File: src/rtl/regfile_mp.sv
// Parametrised multi-port register file with optional zero register,
// same-cycle write-to-read forwarding and a per-register busy scoreboard.
module regfile_mp #(
    parameter int DW       = 32,
    parameter int AW       = 5,
    parameter int NR       = 2,
    parameter int NW       = 1,
    parameter int ZERO_REG = 1,
    parameter int BYPASS   = 1
) (
    input  logic             clk,
    input  logic             rst,
    input  logic [NR*AW-1:0] rd_addr,
    output logic [NR*DW-1:0] rd_data,
    output logic [NR-1:0]    rd_busy,
    input  logic [NW-1:0]    wr_en,
    input  logic [NW*AW-1:0] wr_addr,
    input  logic [NW*DW-1:0] wr_data,
    input  logic             sb_set_en,
    input  logic [AW-1:0]    sb_set_addr
);

    localparam int DEPTH = 1 << AW;

    logic [DEPTH-1:0][DW-1:0] mem;
    logic [DEPTH-1:0]         busy;
    logic [DEPTH-1:0]         busy_nxt;

    // Completed writes retire their producer; a new issue in the same cycle wins.
    always_comb begin
        busy_nxt = busy;
        for (int k = 0; k < NW; k++) begin
            if (wr_en[k]) begin
                busy_nxt[wr_addr[k*AW +: AW]] = 1'b0;
            end
        end
        if (sb_set_en) begin
            busy_nxt[sb_set_addr] = 1'b1;
        end
        if (ZERO_REG != 0) begin
            busy_nxt[0] = 1'b0;
        end
    end

    always_ff @(posedge clk) begin
        if (rst) begin
            mem  <= '0;
            busy <= '0;
        end else begin
            // Later ports overwrite earlier ones, so the highest index wins.
            for (int k = 0; k < NW; k++) begin
                if (wr_en[k] && !(ZERO_REG != 0 && wr_addr[k*AW +: AW] == '0)) begin
                    mem[wr_addr[k*AW +: AW]] <= wr_data[k*DW +: DW];
                end
            end
            busy <= busy_nxt;
        end
    end

    for (genvar i = 0; i < NR; i++) begin : g_rd
        logic [AW-1:0] ra;
        logic [DW-1:0] d;
        logic          hit;

        assign ra = rd_addr[i*AW +: AW];

        always_comb begin
            d   = mem[ra];
            hit = 1'b0;
            if (BYPASS != 0 && !rst) begin
                for (int k = 0; k < NW; k++) begin
                    if (wr_en[k] && wr_addr[k*AW +: AW] == ra) begin
                        d   = wr_data[k*DW +: DW];
                        hit = 1'b1;
                    end
                end
            end
            if (ZERO_REG != 0 && ra == '0) begin
                d = '0;
            end
        end

        assign rd_data[i*DW +: DW] = d;
        assign rd_busy[i]          = busy[ra] & ~hit;
    end

endmodule

File: config.mk
export PLATFORM = sky130hd
export DESIGN_NAME = regfile_mp
export DESIGN_NICKNAME = d
export VERILOG_FILES = /design/src/rtl/regfile_mp.sv
export SDC_FILE = /design/constraint.sdc
export NUM_CORES = 2
export LEC_CHECK = 0
export CORE_ASPECT_RATIO = 0.5
export CORE_MARGIN = 1.5
export CORE_UTILIZATION = 60
export CTS_CLUSTER_DIAMETER = 30
export DETAILED_ROUTE_END_ITERATION = 16
export DONT_BUFFER_PORTS = 1
export HOLD_SLACK_MARGIN = 0.1
export PLACE_DENSITY = 0.73
export SYNTH_ARGS = -nofsm -noshare
export SYNTH_HDL_FRONTEND = slang
export SYNTH_SLANG_ARGS = --single-unit
File: constraint.sdc
create_clock -name clk -period 5.6 [get_ports clk]
set_clock_uncertainty 0.15 [all_clocks]
set_input_delay 1.12 -clock clk [delete_from_list [all_inputs] [get_ports clk]]
set_output_delay 1.12 -clock clk [all_outputs]
set_load 0.1 [all_outputs]
# --- After elaboration in Yosys (flattened, before gate mapping) ---
# Index checks and enable logic that the tools add are counted.
word_totals:
  output_inout_bits: 66
  wordCells: 85
  ff_bits: 1056
  input_bits: 56
op_classes:
  reduce_logical: 9
  n_eq_ne: 2
  n_bitwise: 7
  magnitude_cmp: 6
  n_mux: 27
ops:
  columns: ["op", "count"]
  rows:
  - ["$bwmux W1024", 1]
  - ["$mux W32", 11]
  - ["$bmux W32 S5", 2]
  - ["$demux W32 S5", 1]
  - ["$and A32 B32 Y32", 1]
  - ["$not A32 Y32", 1]
  - ["$or A32 B32 Y32", 1]
  - ["$lt A5 B6 Y1 const B", 4]
  - ["$logic_not A5 Y1", 3]
  - ["$bmux W1 S5", 2]
  - ["$demux W1 S5", 2]
  - ["$eq A5 B5 Y1", 2]
  - ["$ge A5 B1 Y1 const B", 2]
  - ["$mux W1", 8]
  - ["$logic_and A1 B1 Y1", 5]
  - ["$and A1 B1 Y1", 2]
  - ["$not A1 Y1", 2]
  - ["$logic_not A1 Y1", 1]

# --- Logic depth before layout (Yosys ltp) ---
logic_depth:
  word_depth: 9
  ltp_mapped: 9
  depth_no_buf: 5

# --- Worst setup path after synthesis ---
# OpenSTA, ideal clock, no wires.
synth_timing:
  path_type: "in2out"
  from: "input rd_addr[9]"
  to: "output rd_data[62]"
  t_required_ns: 4.330
  slack_ns: -2.569
  arrival_time_ns: 6.899
  n_path_buf: 1
  cell_stages: 6
  path_cell_list: "clkbuf_1 -> xnor2_1 -> nand3_1 -> nor4_2 -> nor3_1 -> a2111oi_0"
synth_via:
  elab_chain_len: 5
  word_cells_on_any_way: 8
  cone_classes: "1 x eq/ne; 5 x mux; 2 x reduce/logical"
synth_rtl:
  columns: ["element", "line", "source"]
  rows:
  - ["from (decl)", "13", "input logic [NR*AW-1:0] rd_addr,"]
  - ["$bmux W32 S5 / $eq A5 B5 Y1 (equally long branches)", "68, 72", null]
  - ["$mux W32 (implied by the code) / $logic_and A1 B1 Y1 (equally long branches)", "68, 72", null]
  - ["$mux W32", "72", "if (wr_en[k] && wr_addr[k*AW +: AW] == ra) begin"]
  - ["$mux W32", "70", "if (BYPASS != 0 && !rst) begin"]
  - ["$mux W32 *", "78", "if (ZERO_REG != 0 && ra == '0) begin"]
  - ["to (decl)", "14", "output logic [NR*DW-1:0] rd_data,"]
# Mark *: on every way between the ends. The rest lies on a longest branch, timed or not. The select of a mux whose other input is x is not followed.

# --- Final worst setup path ---
layout_timing:
  from: "input rd_addr[0]"
  to: "output rd_data[4]"
# Same word-level chain as after synthesis.

==> impl_metrics.py <==
metrics = {
    "routing": {
        "wl_met2_mm": 87.1,
        "wl_per_cell_um": 29.2,
        "vias": 51100,
        "drt-initial-drc-count": 8971,
        "wl_met1_mm": 74.1,
        "dr.max_layer_used": "met5",
        "drt-pass1-iter-count": 10,
        "ant_nets": 0,
        "drt-total-wl_mm": 212,
        "dr_wl_met3_mm": 37.9,
        "vias_per_cell": 7.02,
        "drc_errors": 0,
    },
    "grt": {
        "grt_pass1_wl_mm": 311,
        "antenna_found_initial": 5,
        "gr-total-overflow": 0,
        "grt_max_degree": 1058,
        "track_usage": 0.448,
        "grt_pass1_vias": 49300,
    },
    "power": {
        "power_mw": 18.4,
        "ir_worst_vdd_mv": 0.211,
        "p_int_mw": 13.9,
        "switching_share": 0.246,
        "seqPwrFrac": 0.413,
        "power_density_nw_per_um2": 305,
        "clockPowerShare": 0.521,
        "pwr-share-comb": 0.065,
        "power_switching_mw": 4.53,
        "leakage_nw": 20.0,
    },
    "synthesis": {
        "yosysSeqAreaShare": 0.389,
        "synthCells": 6392,
        "synth_edf_count": 0,
        "syn_area_sq_um": 54300,
        "synth_ff_type": "dfxtp_1",
        "async_flop_share": 0,
        "yosysWarnings": 0,
        "yosysUniqueCellTypes": 52,
        "synth.net_count": 6448,
        "ys_ff_latch": 1055,
        "avgSynthCellArea_sq_um": 8.50,
    },
    "critical_path": {
        "critPathLaunchType": "input port",
        "rr_worst_depth": 2,
        "end_kind": "primary output",
        "crit_type": "in -> out",
        "cp.arrival_ns": 3.88,
        "critPathRequiredTime_ns": 4.33,
        "cp_max_fo": 325,
    },
    "timing": {
        "rsz0062_at_grt": "no",
        "finalHoldViolations": 0,
        "whs_ns": 0.315,
        "relSlewSlack": -1.58,
        "finalMaxSlewViolations": 982,
        "tightestPinTransition_ns": 3.87,
        "fin_crit_sh": 0.920,
        "max_freq_ghz": 0.194,
        "final.setup.worst_slack_ns": 0.446,
        "setup_tns_ns": 0,
        "finalSetupViolCount": 0,
        "min_period_ns": 5.15,
    },
    "cells_and_area": {
        "area_growth_pct": 11.1,
        "area.sequential_sq_um": 21100,
        "multi_input_area_sq_um": 31300,
        "nNetsFinal": 6036,
        "fillers": 6897,
        "utilization": 0.678,
        "drive_above_1_share": 0.171,
    },
    "job": {
        "drv_cap": 0,
    },
    "outcome": {
        "violations": "slew limit",
        "status": "finished with violations",
    },
    "die": {
        "rows": 77,
        "die_area_sq_um": 92500,
        "die_h_um": 216,
        "core_area_sq_um": 89000,
        "io_pins": 122,
        "start_util": 0.610,
        "die_x_um": 429,
    },
    "clocking": {
        "numCtsBuffers": 141,
        "cts_root_buffer": "clkbuf_16",
        "clk_latency_ns": 0.76,
        "tritoncts": "done",
        "ctsResizeCount": 0,
        "holdBufCountCts": 0,
        "clk_pin_slew_ns": 0.06,
        "cts_max_level": 4,
        "clock_path_buffers": 3,
        "cts.sinks": 1055,
        "postCtsSetupRepairBufs": 0,
    },
    "worst_hold_path": {
        "hp-class": "reg -> reg",
        "min_path_cells": 2,
    },
    "placement": {
        "post-place-ws_ns": 0.985,
        "place_hpwl_mm": 118,
        "routabilityCongestion": 0.967,
        "portBuffers": 0,
    },
}
-- worst paths after layout --
kind | start | end | slack [ns]
setup / recovery | rd_addr[0] | rd_data[4] | 0.45
hold / removal | mem[632] | mem[632] | 0.31
setup reg to reg | mem[350] | mem[350] | 4.58
hold reg to reg | mem[632] | mem[632] | 0.31
-- flip-flops by register name, summed over array words and instances (netlist names) --
signal,count
busy,31
mem,1024
-- per-stage QoR --
stage	instances	instance area, sq um
4_1_cts	7276	60300
5_1_grt	7276	60300
6_report	7280	60300
2_1_floorplan	6392	54600
3_3_place_gp	7022	55300
3_5_place_dp	7022	55300
-- power groups by stage --
stage          sequential (mW)  combinational, mW  clock, mW
2_1_floorplan             7.75               1.19          0
6_report                  7.60               1.20       9.59
3_5_place_dp              7.76               1.15          0
5_1_grt                   7.60               1.21       9.89
3_3_place_gp              7.76               1.14          0
4_1_cts                   7.60               1.15       9.53
-- final cells by class --
class                           instances  area share
Clock inverter                         82      0.0177
Antenna cell                            4    0.000166
Clock buffer                          172      0.0649
Sequential cell                      1055       0.350
Tap cell                             1185      0.0246
Timing Repair Buffer                  127      0.0232
Multi-Input combinational cell       4650       0.519
Inverter                                5    0.000311
-- placed cells by master, fill, tap and decap left out, types with 34 or more instances in the layout --
master     Yosys  final
nand2_1     2124   2093
o21ai_0       35     35
mux2i_1      137    137
buf_12         0     34
mux4_2       404    404
clkbuf_16      0    151
buf_4         12     92
a21oi_1      998    997
nor3b_1       37     37
nand3_1      158    158
nor2_1       133    100
a22oi_1      209    209
mux2_2       123    123
dfxtp_1     1055   1055
-- cell usage after synthesis (4+ instances only) --
cell / n / area share
mux2_2: 123 / 0.025
o311ai_0: 10 / 0.0016
buf_2: 119 / 0.011
mux4_2: 404 / 0.17
clkbuf_1: 506 / 0.035
mux2i_1: 137 / 0.025
nand2_1: 2124 / 0.15
xnor2_1: 6 / 0.00097
o311ai_1: 20 / 0.0032
a21oi_1: 998 / 0.092
nor2b_1: 39 / 0.0045
nand2b_1: 5 / 0.00058
nor3b_1: 37 / 0.0051
xor2_1: 4 / 0.00064
a221o_1: 31 / 0.0057
inv_1: 5 / 0.00035
and3b_1: 4 / 0.00064
o22ai_1: 28 / 0.0032
o21ai_0: 35 / 0.0032
or2_2: 33 / 0.0038
nand3b_1: 32 / 0.0044
nor3_1: 7 / 0.00064
a221oi_1: 5 / 0.00081
nand3_1: 158 / 0.015
a22oi_1: 209 / 0.029
buf_6: 10 / 0.0021
buf_4: 12 / 0.0017
o221ai_1: 32 / 0.0052
buf_1: 32 / 0.0022
and3_1: 5 / 0.00058
dfxtp_1: 1055 / 0.39
nor2_1: 133 / 0.0092
and2_0: 5 / 0.00058
-- kinds of logic (layout without fill, tap and decap cells) --
logic type                after synthesis  after routing  share of synthesized area
and+or+nand+nor                      2595           2595                      0.193
AOI/OAI and AO/OA                    1381           1381                      0.146
DFF                                  1055           1055                      0.389
buffers and inverters                 687            386                     0.0525
muxes                                 664            664                      0.218
xor gates and xnor gates               10             10                    0.00161
other                                   0              4                          0
-- critical path, stage by stage --
cell     delay [ns]
xnor2_1        0.38
nand3_1        0.17
or3_1          0.71
buf_4          0.35
and3_1         0.18
a221o_1        0.41
buf_12         0.23
-- metal layers --
layer	up-vias	track usage
met5	-	0.0138
met4	8	0.258
met3	949	0.202
met2	4105	0.630
met1	24500	0.569
li1	21500	-
Note: power is estimated with default switching activity, not from simulation.
